**config.mk**
```make
export PLATFORM = sky130hd
export DESIGN_NAME = taillight_decoder
export DESIGN_NICKNAME = d
export VERILOG_FILES = /design/src/rtl/taillight_decoder.sv
export SDC_FILE = /design/constraint.sdc
export NUM_CORES = 1
export LEC_CHECK = 0
export BUFFER_PORTS_ARGS = -buffer_cell sky130_fd_sc_hd__clkbuf_2
export CORE_MARGIN = 2
export CORE_UTILIZATION = 40
export CTS_BUF_LIST = sky130_fd_sc_hd__clkbuf_4 sky130_fd_sc_hd__clkbuf_8 sky130_fd_sc_hd__clkbuf_16
export DETAILED_ROUTE_END_ITERATION = 8
export REMOVE_ABC_BUFFERS = 1
export SYNTH_ARGS = -nofsm -noshare
export SYNTH_HDL_FRONTEND = slang
export SYNTH_SLANG_ARGS = --single-unit
export TNS_END_PERCENT = 1
```
**constraint.sdc**
```tcl
create_clock -name clk -period 4.6 [get_ports clk]
set_input_delay 0.92 -clock clk [delete_from_list [all_inputs] [get_ports clk]]
set_output_delay 0.92 -clock clk [all_outputs]
set_load 0.05 [all_outputs]
```
**src/rtl/taillight_decoder.sv**
```systemverilog
// Thunderbird taillight observer: classifies each lamp update per side, decodes turn/hazard/brake, flags faults.
// Registered outputs, 1 cycle after a tick sample; no backpressure, state advances only on tick.

module taillight_side #(
    parameter int TURN_STEPS = 2
) (
    input  logic       clk,
    input  logic       reset_n,
    input  logic       i_tick,
    input  logic [2:0] i_lamps,
    output logic       o_seq_nxt,
    output logic       o_hold_nxt,
    output logic       o_illegal,
    output logic       o_sweep
);
    localparam logic [1:0] STEPS = TURN_STEPS[1:0];

    logic [2:0] r_prev;
    logic [1:0] r_cnt;
    logic [1:0] w_cnt_nxt;
    logic       w_inc;

    function automatic logic is_legal(input logic [2:0] p);
        return (p == 3'b000) || (p == 3'b001) || (p == 3'b011) || (p == 3'b111);
    endfunction

    always_comb begin
        w_inc     = 1'b0;
        o_illegal = 1'b0;
        if (!is_legal(r_prev) || !is_legal(i_lamps)) begin
            o_illegal = 1'b1;
        end else begin
            case ({r_prev, i_lamps})
                6'b000_001, 6'b001_011, 6'b011_111: w_inc = 1'b1;
                // 111->000 continues a sweep only if one is already running
                6'b111_000: w_inc = (r_cnt != 2'd0);
                6'b000_000, 6'b001_000, 6'b011_000,
                6'b000_111, 6'b001_111, 6'b111_111: w_inc = 1'b0;
                default: o_illegal = 1'b1;
            endcase
        end
        if (w_inc) w_cnt_nxt = (r_cnt == 2'd3) ? 2'd3 : r_cnt + 2'd1;
        else       w_cnt_nxt = 2'd0;
    end

    assign o_seq_nxt  = (w_cnt_nxt >= STEPS);
    assign o_hold_nxt = (r_prev == 3'b111) && (i_lamps == 3'b111);
    assign o_sweep    = ({r_prev, i_lamps} == 6'b011_111);

    always_ff @(posedge clk or negedge reset_n) begin
        if (!reset_n) begin
            r_prev <= 3'b000;
            r_cnt  <= 2'd0;
        end else if (i_tick) begin
            r_prev <= i_lamps;
            r_cnt  <= w_cnt_nxt;
        end
    end
endmodule

module taillight_decoder #(
    parameter int TURN_STEPS = 2,
    parameter int CNT_W      = 8
) (
    input  logic             clk,
    input  logic             reset_n,
    input  logic             tick,
    input  logic [2:0]       left_lamps,
    input  logic [2:0]       right_lamps,
    output logic             left_turn,
    output logic             right_turn,
    output logic             hazard,
    output logic             brake,
    output logic             fault_left,
    output logic             fault_right,
    output logic [CNT_W-1:0] blink_count
);
    logic w_l_seq, w_l_hold, w_l_ill, w_l_sweep;
    logic w_r_seq, w_r_hold, w_r_ill, w_r_sweep;
    logic w_both, w_eq, w_blink;

    taillight_side #(.TURN_STEPS(TURN_STEPS)) u_left (
        .clk       (clk),
        .reset_n   (reset_n),
        .i_tick    (tick),
        .i_lamps   (left_lamps),
        .o_seq_nxt (w_l_seq),
        .o_hold_nxt(w_l_hold),
        .o_illegal (w_l_ill),
        .o_sweep   (w_l_sweep)
    );

    taillight_side #(.TURN_STEPS(TURN_STEPS)) u_right (
        .clk       (clk),
        .reset_n   (reset_n),
        .i_tick    (tick),
        .i_lamps   (right_lamps),
        .o_seq_nxt (w_r_seq),
        .o_hold_nxt(w_r_hold),
        .o_illegal (w_r_ill),
        .o_sweep   (w_r_sweep)
    );

    assign w_both  = w_l_seq && w_r_seq;
    assign w_eq    = (left_lamps == right_lamps);
    // Hazard sweeps count once: either side completing a sweep is enough
    assign w_blink = (w_l_sweep && w_l_seq) || (w_r_sweep && w_r_seq);

    always_ff @(posedge clk or negedge reset_n) begin
        if (!reset_n) begin
            left_turn   <= 1'b0;
            right_turn  <= 1'b0;
            hazard      <= 1'b0;
            brake       <= 1'b0;
            fault_left  <= 1'b0;
            fault_right <= 1'b0;
            blink_count <= '0;
        end else if (tick) begin
            left_turn   <= w_l_seq && !w_r_seq;
            right_turn  <= w_r_seq && !w_l_seq;
            hazard      <= w_both && w_eq;
            brake       <= (w_l_hold && !w_l_seq) || (w_r_hold && !w_r_seq);
            fault_left  <= fault_left  || w_l_ill || (w_both && !w_eq);
            fault_right <= fault_right || w_r_ill || (w_both && !w_eq);
            if (w_blink && (blink_count != '1))
                blink_count <= blink_count + CNT_W'(1);
        end
    end
endmodule
```
---- Yosys cells after proc, flatten, opt, wreduce, memory -nomap -nowiden ----
Index checks and enable logic that the tools add are counted.
storage, ports and cells
  word-level logic and storage cells ...... 114
  bits in registers ....................... 24
  input port bits ......................... 9
cells by class
  multiplexer cells ....................... 12
  equal/unequal tests ..................... 34
  add/sub/neg operators ................... 3
  order comparisons ....................... 2
  reduce and logical (&&, ||, !) cells .... 52
operators with widths
  operator                                              number
  equality test 6 x 4 -> 1 bit (second input constant)  6
  equality test 6 x 5 -> 1 bit (second input constant)  4
  equality test 6 bit (second input constant)           4
  logical OR 1 bit                                      20
  OR reduction 10 bit                                   2
  equality test 3 x 1 -> 1 bit (second input constant)  4
  equality test 3 x 2 -> 1 bit (second input constant)  4
  equality test 3 bit (second input constant)           4
  equality test 6 x 1 -> 1 bit (second input constant)  2
  equality test 6 x 3 -> 1 bit (second input constant)  2
  logical AND 1 bit                                     12
  zero test 3 bit                                       4
  zero test 6 bit                                       2
  adder 8 x 1 -> 8 bit (second input constant)          1
  2-to-1 mux 2 bit                                      4
  inequality test 8 bit (second input constant)         1
  zero test 1 bit                                       7
  2-to-1 mux 1 bit                                      6
  OR reduction 3 bit                                    2
  adder 2 x 1 -> 2 bit (second input constant)          2
  equality test 2 bit (second input constant)           2
  >= comparator 2 bit (second input constant)           2
  case mux 1 bit (2 select lines)                       2
  nonzero test 2 bit                                    2
  2 further kinds                                       2

---- Depth between registers and ports, before layout ----
Gate-level depths: netlist of the first run.
  word-level depth ........................ 13
  depth in mapped cells ................... 6
  mapped depth without buffers ............ 5

---- Cells and area by module ----
Synthesis of the first run repeated with hierarchy kept, for this count alone.
unflattened totals
  cell total of the unflattened synthesis .. 165
  area, all modules ....................... 1556.5 µm²
by module, submodules not included
  module             area each (µm²)  cells each  times used
  taillight_side     415.4            50          2
  taillight_decoder  725.7            65          1

---- Worst setup path after synthesis of the first run ----
Ideal clock, no wire load.
  path type ............................... input port to flip-flop
  start ................................... input port left_lamps[2]
  end ..................................... register blink_count[6]
  data arrival time ....................... 2.037 ns
  slack ................................... 2.436 ns
  data required time ...................... 4.472 ns
  cell stages on the path ................. 6
  cell sequence ........................... buf_4 and4_4 nor3b_2 or2_4 nand4_1 mux2_1
on the way
  word-level cells in the longest chain between the ends .. 13
  elaborated cells on any way between the ends .. 22
  classes of those cells .................. 1 x order compare; 7 x eq/ne; 3 x mux; 11 x reduce/logical
ends and longest elaborated chain
  item                                                                         RTL line  RTL
  from (decl)                                                                  68        input logic [2:0] left_lamps,
  parallel branches: the longest is 9 deep, another holds >= comparator 2 bit  --
  logical AND 1 bit (*)                                                        107       assign w_blink = (w_l_sweep && w_l_seq) || (w_r_sweep && w_r_seq);
  logical OR 1 bit (*)                                                         107
  logical AND 1 bit (*)                                                        125       if (w_blink && (blink_count != '1))
  AND reduction 2 bit (no source line) (*)                                     --
  to (signal assigned)                                                         126       blink_count <= blink_count + CNT_W'(1);
  to (decl)                                                                    76        output logic [CNT_W-1:0] blink_count
Every way passes the cells marked *.
A chain may end at the register's enable or synchronous reset.

---- Worst setup path in the final report of the first run ----
  start ................................... input port tick
  end ..................................... register blink_count[6]
on the way
  word-level cells in the longest chain between the ends .. 1
ends and longest elaborated chain
  item                                  RTL line  RTL
  from (decl)                           67        input logic tick,
  AND reduction 2 bit (no source line)  --
No other way between the ends.

==> results of run 1 <==
==> flip-flops by register name, indices dropped and copies added (netlist names) <==
register	cells
u_right.r_cnt	2
fault_right	1
u_left.r_prev	3
u_left.r_cnt	2
fault_left	1
right_turn	1
left_turn	1
u_right.r_prev	3
hazard	1
blink_count	8
brake	1
==> path summary, 6_finish.rpt <==
check	endpoint	cells after the start
worst min-delay path	fault_left	2
worst max register to register	blink_count[1]	4
worst min register to register	fault_left	2
max in group asynchronous	u_left.r_prev[1]	1
min in group asynchronous	blink_count[1]	1
worst max-delay path	blink_count[6]	6
==> cells by family after synthesis <==
family | synth area share [%]
compound gates | 13.8
xor+xnor | 5.61
fa+ha+maj | 0.890
buf+inv | 6.94
flops | 42.7
mux | 6.41
simple gates | 23.7
==> synth_stat cells, drive strengths merged, types with 2 or more instances <==
| master | count | area share (%) |
|---|---|---|
| dfrtp | 24 | 43 |
| nand2 | 12 | 3.2 |
| nor2 | 10 | 2.7 |
| buf | 9 | 4.8 |
| mux2 | 8 | 6.4 |
| inv | 7 | 1.9 |
| nand3 | 7 | 2.8 |
| xnor2 | 7 | 4.4 |
| o21ai | 6 | 2.1 |
| a21oi | 5 | 1.8 |
| a31oi | 4 | 1.8 |
| and3 | 3 | 1.3 |
| nand4 | 3 | 1.3 |
| or2 | 3 | 1.5 |
| a22oi | 2 | 1.1 |
| and4 | 2 | 1.4 |
| and4b | 2 | 1.4 |
| nand2b | 2 | 0.89 |
| nand3b | 2 | 1.1 |
| nor3 | 2 | 0.71 |
| nor3b | 2 | 1.4 |
| nor4b | 2 | 2.3 |
| o21a | 2 | 1.2 |
| xor2 | 2 | 1.2 |
==> cell type report <==
type	instances	area [µm²]
clock buffers	3	22.5
fillers	353	1840
inverters	7	26.3
multi-input cells	101	708
flip-flops and latches	24	601
well taps	46	57.6
repair buffers	22	110
==> per-layer routing <==
metal / up-vias / GRT usage [%]
met4: 0 / 3.26
met2: 27 / 25.1
li1: 544 / -
met1: 540 / 18.5
met3: 4 / 2.68
met5: - / 0
==> worst register-to-register path, stage by stage, from the launching register on <==
cell,delay [ns]
sky130_fd_sc_hd__dfrtp_1,0.48
sky130_fd_sc_hd__and4_4,0.24
sky130_fd_sc_hd__nor3b_2,0.16
sky130_fd_sc_hd__o22ai_1,0.35
sky130_fd_sc_hd__mux2_2,0.38
==> where the power goes <==
| group | internal (mW) | leakage [nW] | switching [mW] | total [mW] |
|---|---|---|---|---|
| clock | 0.0305 | 0.0138 | 0.0549 | 0.0854 |
| combinational | 0.0203 | 0.356 | 0.0287 | 0.0490 |
| sequential | 0.217 | 0.310 | 0.0107 | 0.228 |
| total | 0.268 | 0.680 | 0.0943 | 0.362 |
==> impl_metrics.tcl, run 1 <==
set metrics [dict create \
    status "finished, final reports clean" \
    netlist_instances 142 \
    power.density_mw_per_mm2 237 \
    detailroute.via_count 1115 \
    finalClockSkew_ns 0.00210 \
    critical_path.max_stage_delay_ns 0.32 \
    tmin_final_ns 2.11 \
    finish.utilization_pct 45.3 \
    synth_seq_area_share_pct 42.7 \
    placed_cells 200 \
    drv_slew 0 \
    final-setup-viol-count 0 \
    rsz_0062_raised_after_global_routing "no" \
    worstPathCellList "clkbuf_2, o21a_2, nor4b_4, or2_4, nand4_1, mux2_1" \
    cp-start-kind "primary input" \
    path_max_fanout 19 \
    achievable-frequency_mhz 473 \
    ios 23 \
    number_of_synthesized_flops_with_an_enable_pin 0 \
    fraction_of_layout_cells_with_a_size_suffix_above_1_pct 25.5 \
    critPathBufInv 1 \
    port-buffer-count 22 \
    cellLeakagePower_nw 0.680 \
    clock_path_buffers 2 \
    req_time_crit_path_ns 4.79 \
    worst_skew_pair.late_latency_ns 0.30 \
    synth-main-ff-cell "sky130_fd_sc_hd__dfrtp_1" \
    core_area_mm2 0.00336 \
    min-delay-start "fault_left" \
    drc 0 \
    post-cts-setup-buffer-count 0 \
    pin_count_of_the_biggest_net_entering_global_routing 25 \
    critical_path_endpoint_category "flip-flop" \
    initial_antenna_violation_count 0 \
    floorplan.rows 21 \
    crit_family "simple AND/OR/NAND/NOR gates" \
    nNetsFinal 169 \
    hold_crit_class "reg2reg" \
    synth-warning-count 0 \
    async_flop_share_pct 100 \
    syn2layout_area_growth_pct 8.45 \
    grt_util_all_layers_pct 14.4 \
    cts_num_sinks 24 \
    met3_wirelength_um 104 \
    rrSetupSlack_ns 2.89 \
    cts_made_buffers 3 \
    total_power_of_the_final_layout_mw 0.362 \
    max-slew-margin-rel_pct 59.3 \
    place_congestion 0.807 \
    detail_route.wl_per_cell_um 13.0 \
    vias_in_the_first_global_route 1086 \
    final-instance-count-excl-fill 203 \
    mostFrequentLayoutCells "24 x sky130_fd_sc_hd__dfrtp_1, 22 x sky130_fd_sc_hd__clkbuf_2, 12 x sky130_fd_sc_hd__nand2_1, 10 x sky130_fd_sc_hd__nor2_1" \
    vias_per_cell 5.49 \
    post_synthesis_sequential_element_count 24 \
    detail_route.wirelength.met1_um 1180 \
    ctsHtreeMaxLevel 1 \
    fraction_of_the_cycle_the_final_worst_path_needs_pct 45.9 \
    antenna-diode-count 0 \
    critical_path.reg2reg.startpoint "u_left.r_prev[1]" \
    vdd_ir_drop_max_mv 0.0973 \
    grt_first_pass_wirelength_um 4700 \
    floorplan.initialDensity_pct 41.8 \
    crit_path_arrival_time_ns 2.30 \
    overflow 0 \
    drt-initial-drc-count 76 \
    dpl-instance-area_mm2 0.00150 \
    hpwl_um 1970 \
    routed_length_on_met2_um 1330 \
    ant_nets 0 \
    cts_resized 0 \
    critical-path-slowest-cell "sky130_fd_sc_hd__clkbuf_2" \
    final_design_area_no_fill_mm2 0.00153 \
    post_synthesis_instance_area_mm2 0.00141 \
    cts_tree "yes" \
    post_cts_hold_buffer_count 0 \
    die_height_um 63.3 \
    setup-tns-final_ns 0 \
    route.top_layer_used "met4" \
    critPathKind "in2reg" \
    fin_worst_hold_slack_ns 0.494 \
    first_pass_iters 4 \
    floorplan.die.width_um 63.3 \
    synth_cell_type_count 47 \
    mostFrequentLayoutCell "sky130_fd_sc_hd__dfrtp_1" \
    fp.dieArea_mm2 0.00401 \
    timing.max_cap.violations 0 \
    avgSynthCellArea_um2 9.90 \
    drt-total-wl_um 2630 \
    crit_start "tick" \
    final-hold-violation-count 0 \
    tightestPinTransition_ns 0.611 \
    clk_pin_slew_worst_paths_ns 0.12 \
    clock-root-buffer "sky130_fd_sc_hd__clkbuf_4" \
    place_worst_setup_slack_ns 2.15 \
    final_critical_path_setup_slack_ns 2.49 \
]
No activity file was read; power rests on OpenSTA's default activity.
==> inputs of run 2 (changes only) <==
--- a/config.mk
+++ b/config.mk
@@ -5,6 +5,7 @@
 export SDC_FILE = /design/constraint.sdc
 export NUM_CORES = 1
 export LEC_CHECK = 0
+export ABC_AREA = 1
 export BUFFER_PORTS_ARGS = -buffer_cell sky130_fd_sc_hd__clkbuf_2
 export CORE_MARGIN = 2
 export CORE_UTILIZATION = 40
==> constraint.sdc (replaced) <==
create_clock -name clk -period 1.85 [get_ports clk]
set_input_delay 0.37 -clock clk [delete_from_list [all_inputs] [get_ports clk]]
set_output_delay 0.37 -clock clk [all_outputs]
set_load 0.05 [all_outputs]
==> impl_metrics.tcl, run 2 <==
set metrics [dict create \
    status "finished, final reports clean" \
    mostFrequentLayoutCells "63 x sky130_fd_sc_hd__nand2_1, 24 x sky130_fd_sc_hd__inv_1, 24 x sky130_fd_sc_hd__dfrtp_1, 22 x sky130_fd_sc_hd__nor2_1, 22 x sky130_fd_sc_hd__clkbuf_2" \
    critPathBufInv 0 \
    ctsHtreeMaxLevel 1 \
    worstPathCellList "ha_1, nand3_1, nor2_1, a31oi_2, nand2_4, nand2_1, nand2_1" \
    critical_path.reg2reg.endpoint "blink_count[2]" \
    achievable-frequency_mhz 620 \
    crit_start "blink_count[0]" \
    crit_path_arrival_time_ns 1.78 \
    post-cts-setup-buffer-count 0 \
    synth_most_common_cell "sky130_fd_sc_hd__nand2_1" \
    synth_cell_type_count 25 \
    req_time_crit_path_ns 2.02 \
    nNetsFinal 238 \
    top_register "blink_count" \
    fin_worst_hold_slack_ns 0.0847 \
    critical_path.reg2reg.startpoint "blink_count[0]" \
    largest_registers "blink_count x8, u_left.r_prev x3, u_right.r_prev x3" \
    switching_share_pct 25.1 \
    avgSynthCellArea_um2 7.25 \
    r2r_cells 7 \
    final-hold-violation-count 0 \
    power.sequential.fraction_pct 47.6 \
    drt-total-wl_um 2970 \
    clk_pin_slew_worst_paths_ns 0.09 \
    drt-initial-drc-count 53 \
    setup-tns-final_ns 0 \
    floorplan.initialDensity_pct 40.8 \
    ant_nets 0 \
    mostFrequentLayoutCell "sky130_fd_sc_hd__nand2_1" \
    max-slew-margin-rel_pct 60.4 \
    rrSetupSlack_ns 0.24 \
    rsz_0062_raised_after_global_routing "no" \
    tightestPinTransition_ns 0.594 \
    critical-path-slowest-cell "sky130_fd_sc_hd__dfrtp_1" \
    post_cts_hold_buffer_count 0 \
    cp.depth 7 \
    cts_num_sinks 24 \
    drv_slew 0 \
    finalClockSkew_ns 0.00565 \
    cp-endpoint "blink_count[2]" \
    vdd_ir_drop_max_mv 0.249 \
    critPathKind "reg2reg" \
    hpwl_um 2240 \
    antenna-diode-count 0 \
    synth_top_area_cell "sky130_fd_sc_hd__dfrtp_1" \
    place_congestion 0.830 \
    cp-start-kind "flip-flop" \
    vias_per_cell 4.64 \
    post_synthesis_instance_area_mm2 0.00147 \
    path_max_fanout 9 \
    fraction_of_layout_cells_with_a_size_suffix_above_1_pct 18.5 \
    grt_first_pass_wirelength_um 5200 \
    cellLeakagePower_nw 0.929 \
    floorplan.rows 22 \
    core_area_mm2 0.00361 \
    crit_family "simple AND/OR/NAND/NOR gates" \
    p_sw_mw 0.295 \
    final-setup-viol-count 0 \
    port-buffer-count 22 \
    vias_in_the_first_global_route 1177 \
    worst_skew_pair.late_latency_ns 0.27 \
    power_frac_comb_pct 12.5 \
    fraction_of_the_cycle_the_final_worst_path_needs_pct 87.2 \
    tmin_final_ns 1.61 \
    drc 0 \
    detail_route.wl_per_cell_um 10.8 \
    post_synthesis_sequential_element_count 24 \
    syn2layout_area_growth_pct 15.4 \
    power.density_mw_per_mm2 690 \
    first_pass_iters 4 \
    ios 23 \
    die_height_um 64.7 \
    path_common_cell "sky130_fd_sc_hd__nand2_1" \
    netlist_instances 203 \
    synth-warning-count 0 \
    synth_top_area_share_pct 40.8 \
    number_of_synthesized_flops_with_an_enable_pin 0 \
    pin_count_of_the_biggest_net_entering_global_routing 25 \
    power.clock.fraction_pct 39.9 \
    cts_tree "yes" \
    critical_path_endpoint_category "flip-flop" \
    floorplan.die.width_um 64.7 \
    clock-root-buffer "sky130_fd_sc_hd__clkbuf_8" \
    internal_power_mw 0.878 \
    initial_antenna_violation_count 0 \
    overflow 0 \
    grt_util_all_layers_pct 16.0 \
    synth-main-ff-cell "sky130_fd_sc_hd__dfrtp_1" \
    cells_taking_the_most_area_after_synthesis "sky130_fd_sc_hd__dfrtp_1 41%, sky130_fd_sc_hd__nand2_1 16%, sky130_fd_sc_hd__nand3_1 6.5%" \
    clock_path_buffers 2 \
    cts_resized 0 \
    async_flop_share_pct 100 \
    critical_path.max_stage_delay_ns 0.43 \
    timing.max_cap.violations 0 \
    synth_seq_area_share_pct 40.8 \
    fp.dieArea_mm2 0.00418 \
    largest_register_ff_count 8 \
    detailroute.via_count 1275 \
    synthTopCellsByCount "63 x sky130_fd_sc_hd__nand2_1, 24 x sky130_fd_sc_hd__dfrtp_1, 24 x sky130_fd_sc_hd__inv_1, 22 x sky130_fd_sc_hd__nor2_1, 19 x sky130_fd_sc_hd__nand3_1" \
    hold_crit_class "in2async" \
    cts_made_buffers 3 \
]
run 2: layout make-up:
class | count | area, µm²
fillers | 388 | 1910
multi-input cells | 149 | 744
flip-flops and latches | 24 | 601
repair buffers | 24 | 125
inverters | 26 | 97.6
well taps | 48 | 60.1
clock buffers | 3 | 41.3
clock inverters | 1 | 30.0
run 2: worst min-delay path by stage:
stage / end / depth (start not counted)
global placement: u_right.r_prev[1] / 1
CTS: blink_count[0] / 1
floorplan: blink_count[0] / 0
global route: blink_count[0] / 1
detailed placement: u_right.r_prev[0] / 1
finish: blink_count[2] / 1
run 2: stage by stage:
| step | utilization [%] | total power, mW | instance area (µm²) | cells | worst slack [ns] |
|---|---|---|---|---|---|
| 2_1_floorplan | - | 0.656 | 1440 | 199 | 0.113 |
| 3_3_place_gp | 45.1 | 0.716 | 1630 | 271 | 0.274 |
| 3_5_place_dp | 45.1 | 0.717 | 1630 | 271 | 0.238 |
| 4_1_cts | 47.1 | 1.19 | 1700 | 275 | 0.229 |
| 5_1_grt | 47.1 | 1.24 | 1700 | 275 | 0.0923 |
| 6_report | 47.1 | 1.17 | 1700 | 275 | 0.236 |
run 2: cells by family (layout without fill, tap and decap cells):
logic type               Yosys count  in the layout  synth area share, %
AND/OR/NAND/NOR                  120            120                 36.6
buffers and inverters             30             54                 8.67
flip-flops                        24             24                 40.8
AO/OA/AOI/OAI                     19             19                 7.73
XOR/XNOR                           9              9                 5.35
adder cells (fa/ha/maj)            1              1                0.849
run 2: power by group through the flow:
stage          registers [mW]  logic [mW]  clock network (mW)
5_1_grt                 0.561       0.169               0.509
3_5_place_dp            0.569       0.148                   0
4_1_cts                 0.558       0.149               0.483
3_3_place_gp            0.569       0.147                   0
2_1_floorplan           0.575      0.0811                   0
6_report                0.558       0.146               0.468
run 2: per-layer routing:
layer	vias up	global-route usage, %	wire [µm]
met2	10	25.9	1400
met3	4	2.60	55
met4	0	5.59	38
met5	-	0	0
met1	579	21.7	1480
li1	682	-	-
